--- src/rtl/sign_correlator_if.sv ---
// Sample/result bundle for sign_correlator.
// The master drives the sample stream and threshold; the slave (the correlator)
// drives the correlation results, metric, detection flag and output strobe.
interface sign_correlator_if #(
    parameter int DW  = 16,
    parameter int LEN = 16
);
    localparam int L  = $clog2(LEN);
    localparam int OW = DW + 1 + L;

    logic                 inEn;
    logic signed [DW-1:0] in_Real;
    logic signed [DW-1:0] in_Imag;
    logic        [OW:0]   threshold;
    logic signed [OW-1:0] output_Real;
    logic signed [OW-1:0] output_Imag;
    logic        [OW:0]   metric;
    logic                 det_flag;
    logic                 OutputEnable;

    modport master (
        output inEn, in_Real, in_Imag, threshold,
        input  output_Real, output_Imag, metric, det_flag, OutputEnable
    );

    modport slave (
        input  inEn, in_Real, in_Imag, threshold,
        output output_Real, output_Imag, metric, det_flag, OutputEnable
    );
endinterface

--- src/rtl/sign_correlator.sv ---
// Sliding-window complex correlator against a +-1+-j quantised reference.
// Delay line -> per-tap add/sub -> L-stage registered adder tree -> metric ->
// output alignment. Latency from sample acceptance is L+3 edges.
// Define SIGN_CORR_METRIC_EN to build the |re|+|im| metric and threshold
// detector; without it metric/det_flag are tied to 0 and threshold is ignored,
// while the complex outputs keep the same latency.
// The interface instance must use the same DW and LEN as this module.
module sign_correlator #(
    parameter int             DW      = 16,
    parameter int             LEN     = 16,
    parameter logic [LEN-1:0] COEF_RE = '0,
    parameter logic [LEN-1:0] COEF_IM = '0
) (
    input logic              Clk,
    input logic              Rst,
    sign_correlator_if.slave bus
);
    localparam int L  = $clog2(LEN);
    localparam int OW = DW + 1 + L;
    localparam int PW = DW + 1;

    localparam logic [L:0] FILL_FULL = (L+1)'(LEN);
    localparam logic [L:0] FILL_LAST = (L+1)'(LEN - 1);

    // x * conj(c) for c = (+-1) + j(+-1); neg_re/neg_im set means that part of c is -1
    function automatic logic signed [PW-1:0] tap_re(input logic signed [DW-1:0] a_in,
                                                    input logic signed [DW-1:0] b_in,
                                                    input logic neg_re, input logic neg_im);
        logic signed [PW-1:0] a;
        logic signed [PW-1:0] b;
        a = {a_in[DW-1], a_in};
        b = {b_in[DW-1], b_in};
        case ({neg_re, neg_im})
            2'b00:   return a + b;
            2'b10:   return b - a;
            2'b01:   return a - b;
            default: return -a - b;
        endcase
    endfunction

    function automatic logic signed [PW-1:0] tap_im(input logic signed [DW-1:0] a_in,
                                                    input logic signed [DW-1:0] b_in,
                                                    input logic neg_re, input logic neg_im);
        logic signed [PW-1:0] a;
        logic signed [PW-1:0] b;
        a = {a_in[DW-1], a_in};
        b = {b_in[DW-1], b_in};
        case ({neg_re, neg_im})
            2'b00:   return b - a;
            2'b10:   return -b - a;
            2'b01:   return b + a;
            default: return a - b;
        endcase
    endfunction

    logic signed [DW-1:0] dl_re [LEN];
    logic signed [DW-1:0] dl_im [LEN];
    logic [L:0]           fill_cnt;
    logic                 v_dl;

    logic signed [PW-1:0] prod_re [LEN];
    logic signed [PW-1:0] prod_im [LEN];
    logic                 v_prod;

    logic [L-1:0]         v_tree;

    logic signed [OW-1:0] m_re;
    logic signed [OW-1:0] m_im;
    logic                 v_m;

    // Delay line shifts on each accepted sample; tag marks a full window including this sample
    always_ff @(posedge Clk) begin
        if (Rst) begin
            for (int k = 0; k < LEN; k++) begin
                dl_re[k] <= '0;
                dl_im[k] <= '0;
            end
            fill_cnt <= '0;
            v_dl     <= 1'b0;
        end else begin
            v_dl <= bus.inEn && (fill_cnt >= FILL_LAST);
            if (bus.inEn) begin
                dl_re[0] <= bus.in_Real;
                dl_im[0] <= bus.in_Imag;
                for (int k = 1; k < LEN; k++) begin
                    dl_re[k] <= dl_re[k-1];
                    dl_im[k] <= dl_im[k-1];
                end
                if (fill_cnt != FILL_FULL) begin
                    fill_cnt <= fill_cnt + 1'b1;
                end
            end
        end
    end

    // Per-tap products; bit 0 of COEF_* belongs to the oldest tap
    always_ff @(posedge Clk) begin
        if (Rst) begin
            for (int k = 0; k < LEN; k++) begin
                prod_re[k] <= '0;
                prod_im[k] <= '0;
            end
            v_prod <= 1'b0;
        end else begin
            for (int k = 0; k < LEN; k++) begin
                prod_re[k] <= tap_re(dl_re[k], dl_im[k], COEF_RE[LEN-1-k], COEF_IM[LEN-1-k]);
                prod_im[k] <= tap_im(dl_re[k], dl_im[k], COEF_RE[LEN-1-k], COEF_IM[LEN-1-k]);
            end
            v_prod <= v_dl;
        end
    end

    // Binary adder tree, one register level per stage, growing one bit per stage
    for (genvar s = 0; s < L; s++) begin : g_lvl
        localparam int WI = PW + s;
        localparam int WO = WI + 1;
        localparam int N  = LEN >> (s + 1);

        logic signed [WI-1:0] src_re [2*N];
        logic signed [WI-1:0] src_im [2*N];
        logic signed [WO-1:0] sum_re [N];
        logic signed [WO-1:0] sum_im [N];

        for (genvar i = 0; i < 2*N; i++) begin : g_src
            if (s == 0) begin : g_first
                assign src_re[i] = prod_re[i];
                assign src_im[i] = prod_im[i];
            end else begin : g_next
                assign src_re[i] = g_lvl[s-1].sum_re[i];
                assign src_im[i] = g_lvl[s-1].sum_im[i];
            end
        end

        // Pairwise sums of the previous level
        always_ff @(posedge Clk) begin
            if (Rst) begin
                for (int i = 0; i < N; i++) begin
                    sum_re[i] <= '0;
                    sum_im[i] <= '0;
                end
            end else begin
                for (int i = 0; i < N; i++) begin
                    sum_re[i] <= {src_re[2*i][WI-1], src_re[2*i]} + {src_re[2*i+1][WI-1], src_re[2*i+1]};
                    sum_im[i] <= {src_im[2*i][WI-1], src_im[2*i]} + {src_im[2*i+1][WI-1], src_im[2*i+1]};
                end
            end
        end
    end

    // Valid tag rides alongside the tree levels
    always_ff @(posedge Clk) begin
        if (Rst) begin
            v_tree <= '0;
        end else begin
            v_tree[0] <= v_prod;
            for (int s = 1; s < L; s++) begin
                v_tree[s] <= v_tree[s-1];
            end
        end
    end

`ifdef SIGN_CORR_METRIC_EN
    logic [OW:0] m_mag;

    // |x| widened by one bit so the most negative value is representable
    function automatic logic [OW:0] mag(input logic signed [OW-1:0] x);
        logic [OW:0] xe;
        xe = {x[OW-1], x};
        return xe[OW] ? (~xe + 1'b1) : xe;
    endfunction
`endif

    // Metric stage; complex results are held here so they line up with the metric
    always_ff @(posedge Clk) begin
        if (Rst) begin
            m_re  <= '0;
            m_im  <= '0;
            v_m   <= 1'b0;
`ifdef SIGN_CORR_METRIC_EN
            m_mag <= '0;
`endif
        end else begin
            m_re  <= g_lvl[L-1].sum_re[0];
            m_im  <= g_lvl[L-1].sum_im[0];
            v_m   <= v_tree[L-1];
`ifdef SIGN_CORR_METRIC_EN
            m_mag <= mag(g_lvl[L-1].sum_re[0]) + mag(g_lvl[L-1].sum_im[0]);
`endif
        end
    end

    // Output alignment register; everything is forced to zero when not valid
    always_ff @(posedge Clk) begin
        if (Rst) begin
            bus.OutputEnable <= 1'b0;
            bus.output_Real  <= '0;
            bus.output_Imag  <= '0;
`ifdef SIGN_CORR_METRIC_EN
            bus.metric       <= '0;
            bus.det_flag     <= 1'b0;
`endif
        end else begin
            bus.OutputEnable <= v_m;
            bus.output_Real  <= v_m ? m_re : '0;
            bus.output_Imag  <= v_m ? m_im : '0;
`ifdef SIGN_CORR_METRIC_EN
            bus.metric       <= v_m ? m_mag : '0;
            bus.det_flag     <= v_m && (m_mag >= bus.threshold);
`endif
        end
    end

`ifndef SIGN_CORR_METRIC_EN
    logic unused_thr;

    assign unused_thr   = ^bus.threshold;
    assign bus.metric   = '0;
    assign bus.det_flag = 1'b0;
`endif

endmodule
--- src/flat_wrapper.sv ---
// flat-port wrapper written by rule: the top's interface ports become plain ports
module sign_correlator_flat 
#(
    parameter int             DW      = 16,
    parameter int             LEN     = 16,
    parameter logic [LEN-1:0] COEF_RE = '0,
    parameter logic [LEN-1:0] COEF_IM = '0
)
  (Clk, Rst, bus_inEn, bus_in_Real, bus_in_Imag, bus_threshold, bus_output_Real, bus_output_Imag, bus_metric, bus_det_flag, bus_OutputEnable);
  sign_correlator_if #(.DW(DW), .LEN(LEN)) bus_i ();
  input logic Clk;
  input logic Rst;
  input wire logic [$bits(bus_i.inEn)-1:0] bus_inEn;
  input wire logic [$bits(bus_i.in_Real)-1:0] bus_in_Real;
  input wire logic [$bits(bus_i.in_Imag)-1:0] bus_in_Imag;
  input wire logic [$bits(bus_i.threshold)-1:0] bus_threshold;
  output wire logic [$bits(bus_i.output_Real)-1:0] bus_output_Real;
  output wire logic [$bits(bus_i.output_Imag)-1:0] bus_output_Imag;
  output wire logic [$bits(bus_i.metric)-1:0] bus_metric;
  output wire logic [$bits(bus_i.det_flag)-1:0] bus_det_flag;
  output wire logic [$bits(bus_i.OutputEnable)-1:0] bus_OutputEnable;
  assign bus_i.inEn = bus_inEn;
  assign bus_i.in_Real = bus_in_Real;
  assign bus_i.in_Imag = bus_in_Imag;
  assign bus_i.threshold = bus_threshold;
  assign bus_output_Real = bus_i.output_Real;
  assign bus_output_Imag = bus_i.output_Imag;
  assign bus_metric = bus_i.metric;
  assign bus_det_flag = bus_i.det_flag;
  assign bus_OutputEnable = bus_i.OutputEnable;
  sign_correlator #(.DW(DW), .LEN(LEN), .COEF_RE(COEF_RE), .COEF_IM(COEF_IM)) u_core (.Clk(Clk), .Rst(Rst), .bus(bus_i));
endmodule
--- config.mk ---
export PLATFORM = sky130hd
export DESIGN_NAME = sign_correlator_flat
export DESIGN_NICKNAME = d
export VERILOG_FILES = /design/src/rtl/sign_correlator_if.sv /design/src/rtl/sign_correlator.sv /design/src/flat_wrapper.sv
export SDC_FILE = /design/constraint.sdc
export NUM_CORES = 2
export LEC_CHECK = 0
export CAP_MARGIN = 10
export CORE_MARGIN = 2
export CORE_UTILIZATION = 35
export CTS_BUF_LIST = sky130_fd_sc_hd__clkbuf_4
export DETAILED_ROUTE_END_ITERATION = 7
export PLACE_DENSITY = 0.56
export SKIP_LAST_GASP = 1
export SLEW_MARGIN = 20
export SYNTH_ARGS = -nofsm -noshare
export SYNTH_HDL_FRONTEND = slang
export SYNTH_SLANG_ARGS = --single-unit
export TNS_END_PERCENT = 20
--- constraint.sdc ---
create_clock -name Clk -period 12.5 [get_ports Clk]
set_clock_uncertainty 0.05 [all_clocks]
set_input_delay 2.5 -clock Clk [delete_from_list [all_inputs] [get_ports Clk]]
set_output_delay 2.5 -clock Clk [all_outputs]
set_load 0.1 [all_outputs]
## After elaboration in Yosys (flattened, before gate mapping)

Memory sizes are Yosys's and may differ from the RTL's. A register that Yosys moved wholly into a read port is not among the register bits.
Cells that the tools add are included.

| storage, ports and cells | value |
|---|---|
| output and inout bits | 66 |
| bits in registers | 55 |
| RAM bits | 1618 |
| memories | 12 |

Memories:

| name | depth | bits a word | rd ports | clocked after memory_dff | wr ports | line | RTL |
|---|---|---|---|---|---|---|---|
| u_core.prod_im | 16 | 17 | 16 | 0 | 16 | sign_correlator.sv:62 | `logic signed [PW-1:0] prod_im [LEN];` |
| u_core.prod_re | 16 | 17 | 16 | 0 | 16 | sign_correlator.sv:61 | `logic signed [PW-1:0] prod_re [LEN];` |
| u_core.dl_im | 16 | 16 | 16 | 0 | 16 | sign_correlator.sv:57 | `logic signed [DW-1:0] dl_im [LEN];` |
| u_core.dl_re | 16 | 16 | 16 | 0 | 16 | sign_correlator.sv:56 | `logic signed [DW-1:0] dl_re [LEN];` |
| u_core.g_lvl[0].sum_im | 8 | 18 | 8 | 0 | 8 | sign_correlator.sv:122 | `logic signed [WO-1:0] sum_im [N];` |
| u_core.g_lvl[0].sum_re | 8 | 18 | 8 | 0 | 8 | sign_correlator.sv:121 | `logic signed [WO-1:0] sum_re [N];` |
| +6 memories | n/a | n/a | n/a | n/a | n/a | n/a |  |

| operators by class | value |
|---|---|
| reduce and logical (&&, ||, !) cells | 5 |
| multiplexer cells | 134 |
| $add $sub $neg | 63 |
| $lt $le $gt $ge | 1 |
| equal/unequal tests | 1 |
| bitwise gates (word level) | 93 |

Operator list:

| kind | count |
|---|---|
| $mux 17 | 64 |
| $mux 16 | 32 |
| $add 17x17->18 | 16 |
| $mux 18 | 16 |
| $add 16x16->17 | 16 |
| $sub 16x16->17 | 16 |
| $add 18x18->19 | 8 |
| $mux 19 | 8 |
| $or 1x1->1 | 92 |
| $add 19x19->20 | 4 |
| $mux 20 | 4 |
| $add 20x20->21 | 2 |
| $mux 21 | 2 |
| $reduce_or 21->1 | 2 |
| $mux 1 | 8 |
| $add 5x1->5 const B | 1 |
| $ge 5x4->1 const B | 1 |
| $ne 5x5->1 const B | 1 |
| $reduce_and 2->1 | 1 |
| $reduce_or 2->1 | 1 |
| $logic_and 1x1->1 | 1 |
| $not 1->1 | 1 |

## Depth between registers and ports, before layout

| depth | value |
|---|---|
| depth after elaboration | 4 |
| gate-level depth with buffers | 12 |
| gate-level depth less buffers | 12 |

## Worst setup path before layout

OpenSTA, ideal clock, no wires.

| timing path | value |
|---|---|
| path type | input to register |
| start point | input Rst |
| end point | memory u_core.dl_im[0][0] (enable) |
| stages on the path | 4 |
| arrival time | 9.462 ns |
| setup time | 0.667 ns |
| required time | 11.783 ns |
| slack | 2.322 ns |
| cells stage by stage | clkbuf_1 -> clkbuf_1 -> buf_1 -> or2_2 |

RTL lines:

| item | line | RTL |
|---|---|---|
| start, declared | flat_wrapper.sv:12 | `input logic Rst;` |
| end, declared | sign_correlator.sv:57 |  |

## Final worst setup path

| timing path | value |
|---|---|
| start point | register u_core.bus.output_Real[19] |
| end point | output bus_output_Real[19] |

RTL lines:

| item | line | RTL |
|---|---|---|
| start, declared | sign_correlator_if.sv:28 | `output output_Real, output_Imag, metric, det_flag, OutputEnable` |
| start signal, assigned | sign_correlator.sv:204 | `bus.output_Real <= v_m ? m_re : '0;` |
| end, declared | flat_wrapper.sv:17 | `output wire logic [$bits(bus_i.output_Real)-1:0] bus_output_Real;` |

No word-level cell between the ends.

==> impl_metrics.toml <==
[final_layout]
multi_input_area_um2 = 50400
layout.nets = 11300
syn_to_final_growth_pct = 10.8
layout.area.seq_um2 = 38800
drive_above_1_share_pct = 8.27
layout_commonest_cell = "nor2_1"
final_cell_count_no_fill = 14100
fillCellCount = 26600
stdcell_area_um2 = 103000
final_cell_mix = "1,488 x nor2_1, 1,170 x dfxtp_1, 1,033 x ha_1"

[worst_hold_path]
worstHoldEndpoint = "u_core.m_re[16]$_SDFF_PP0_"
min_from = "u_core.g_lvl[3].sum_re[0][16]$_SDFF_PP0_"
whs_path_depth = 1
min_path_type = "reg -> reg"

[placed_design]
dpl_cell_area_um2 = 97100
gp_congestion = 0.898
portBuffers = 77
hpwl_um = 203000
dp_slack_ns = 5.80
placed_cells_incl_taps = 13200

[sta]
rsz0062_at_grt = "no"
slew_violations = 0
worst_slack_ns = 6.95
fin_crit_sh_pct = 44.4
whs_ns = 0.370
hold_viol_final = 0
finalCriticalPeriod_ns = 5.55
tightest_slew_ns = 1.13
finalSetupViolCount = 0
max_freq_ghz = 0.180
relSlewSlack_pct = 24.8
tns_ns = 0

[pwr]
switching_share_pct = 35.8
p_comb_share_pct = 30.7
pwr-share-seq_pct = 40.4
peakVddDrop_uv = 101
power.net_switching_mw = 6.22
clkPwrFrac_pct = 28.9
p_int_mw = 11.2
p_leak_nw = 45.3
powerDensity_nw_per_um2 = 169

[synth]
synth-edff-count = 512
postSynthAreaPerCell_um2 = 9.35
ys_warn_count = 0
postSynth.asyncResetShare_pct = 0
netlist_instances = 9945
ys_seq_area_share_pct = 41.7
synth_area_um2 = 93000
ys_types = 104
synth-seq-cells = 1682
synth_ff_type = "dfxtp_1"

[global_routing]
antenna_found_initial = 11
top_usage_layer = "met2"
grt_pass1_wl_um = 402000
grt-ovfl-total = 0
use_met2_pct = 32.1
met1_usage_pct = 24.1
grt_pass1_vias = 70100
use_met3_pct = 2.70
grt_max_degree = 194
track_usage_pct = 19.0

[floorplan]
fp-row-count = 189
die_w_um = 519
core_um2 = 265000
die-area_um2 = 270000
die_h_um = 519
ios = 123
initial_core_util_pct = 35.1

[worst_setup_path]
critPathKind = "reg -> out"
r2r_cells = 11
cp-end-kind = "output pin"
max_stage_delay_ns = 1.21
cp_max_fo = 1
path_buf_inv = 1
r2r-start = "u_core.g_lvl[0].sum_re[1][36]$_SDFF_PP0_"
r2r_slack_ns = 9.08
arrival_ns = 3.00
cp_slowest_cell = "clkdlybuf4s50_1"
crit_path_start_kind = "flip-flop"
crit_required_ns = 9.95
critical_path.top_delay_family = "buffers and inverters"
path_cells = "clkdlybuf4s50_1"
timing.rr.end = "u_core.g_lvl[1].sum_im[3][16]$_SDFF_PP0_"

[cts]
clkLatencyLatePin_ns = 1.47
ctsLongestPathBuffers = 4
path_clk_slew_ns = 0.07
post_cts_buffers = 0
cts_resized = 0
h-tree-depth = 5
clkSinkCount = 1682
cts_inserted_buffers = 468
cts-root-buf = "clkbuf_4"
cts_tree = "done"
hold_buffers = 0

[detailed_routing]
ant_nets = 0
first_iter_violations = 4550
routed_wl_um = 264000
via_per_inst = 5.03
drc = 0
via_count = 70900
drtPass1Iterations = 6
wire_per_inst_um = 18.7

[flow_run]
maxCapViolations = 0

[status]
status = "finished clean"
state kept, by name (all words and copies together), names as in the netlist, 21 cells and up:
register	flops
u_core.g_lvl.sum_re	275
u_core.g_lvl.sum_im	272
u_core.prod_im	264
u_core.prod_re	264
u_core.dl_im	256
u_core.dl_re	256
u_core.bus.output_Imag	21
u_core.m_im	21
synth_stat cells, types with 20 or more instances:
library cell / count / area (um^2)
nor2_1: 1488 / 5590
dfxtp_1: 1170 / 23400
ha_1: 1033 / 12900
a21oi_1: 707 / 3540
inv_1: 638 / 2390
edfxtp_1: 512 / 15400
xnor2_1: 429 / 3760
o21ai_0: 402 / 2010
nor2b_1: 362 / 2260
nand2_1: 313 / 1170
clkbuf_1: 293 / 1100
xor2_1: 266 / 2330
and2_1: 258 / 1610
a21o_1: 243 / 1820
nor3_1: 226 / 1130
nand2b_1: 146 / 913
o21a_1: 106 / 796
o21bai_1: 104 / 781
a31oi_1: 91 / 569
or3_1: 90 / 563
nand3_1: 83 / 415
a211oi_1: 75 / 563
and3_1: 62 / 388
fa_1: 62 / 1240
nor4_1: 52 / 325
o31ai_1: 46 / 345
o211ai_1: 45 / 338
nand4_1: 40 / 250
nor3b_1: 36 / 270
o21ai_1: 36 / 180
or2_2: 31 / 194
o2111ai_1: 27 / 236
buf_4: 25 / 188
a21boi_0: 23 / 173
a311oi_1: 21 / 184
buf_1: 21 / 78.8
a221oi_1: 20 / 175
a41oi_1: 20 / 175
buf_2: 20 / 100
nor4b_1: 20 / 175
layout make-up:
type,count,area share [%]
tap,3533,4.29
clock inverter,164,0.846
antenna,8,0.0194
inverter,638,2.33
timing repair buffer,108,1.00
sequential,1682,37.6
clock buffer,678,4.94
multi-input combinational,7286,48.9
worst max path at each step:
stage               cells after the start                                  endpoint                                  start  slack, ns
floorplan                               4          u_core.dl_im[0][0]$_SDFFCE_PN0P_                                    Rst       2.32
global placement                        7  u_core.g_lvl[0].sum_im[0][17]$_SDFF_PP0_                                    Rst       5.81
detailed placement                      7  u_core.g_lvl[0].sum_im[0][17]$_SDFF_PP0_                                    Rst       5.80
CTS                                     1                       bus_output_Real[19]  u_core.bus.output_Real[19]$_SDFF_PP0_       6.77
global route                            1                       bus_output_Real[19]  u_core.bus.output_Real[19]$_SDFF_PP0_       6.81
finish                                  1                       bus_output_Real[19]  u_core.bus.output_Real[19]$_SDFF_PP0_       6.95
cell families (layout without fill, tap and decap cells):
kind of cell,Yosys count,in the layout,share of synthesized area [%]
XOR/XNOR,695,695,6.54
buffers and inverters,999,1588,4.17
multiplexers,33,33,0.378
other,1,31,0.00403
adder cells (fa/ha/maj),1095,1095,15.2
AND/OR/NAND/NOR,3257,3257,16.8
flip-flops,1682,1682,41.7
AO/OA/AOI/OAI,2183,2183,15.1
routing by layer:
layer  vias to the layer above  part of all wire, %
li1                      35200                    -
met1                     33600                   45
met2                      1695                   47
met3                       464                  4.2
met4                         0                  4.1
met5                         -                    0
per-stage QoR:
| step | utilization, % | power, mW |
|---|---|---|
| after floorplan | - | 10.6 |
| after global placement | 36.7 | 12.4 |
| after detailed placement | 36.7 | 12.4 |
| after CTS | 38.9 | 17.6 |
| after global routing | 38.9 | 18.5 |
| final | 38.9 | 17.4 |
power by group through the flow:
stage          Combinational, mW  Clock [mW]  Sequential, mW
2_1_floorplan               3.80           0            6.85
3_3_place_gp                5.23           0            7.16
3_5_place_dp                5.27           0            7.15
4_1_cts                     5.32        5.20            7.04
5_1_grt                     5.88        5.49            7.09
6_report                    5.33        5.03            7.02
Note: power is estimated with default switching activity, not from simulation.
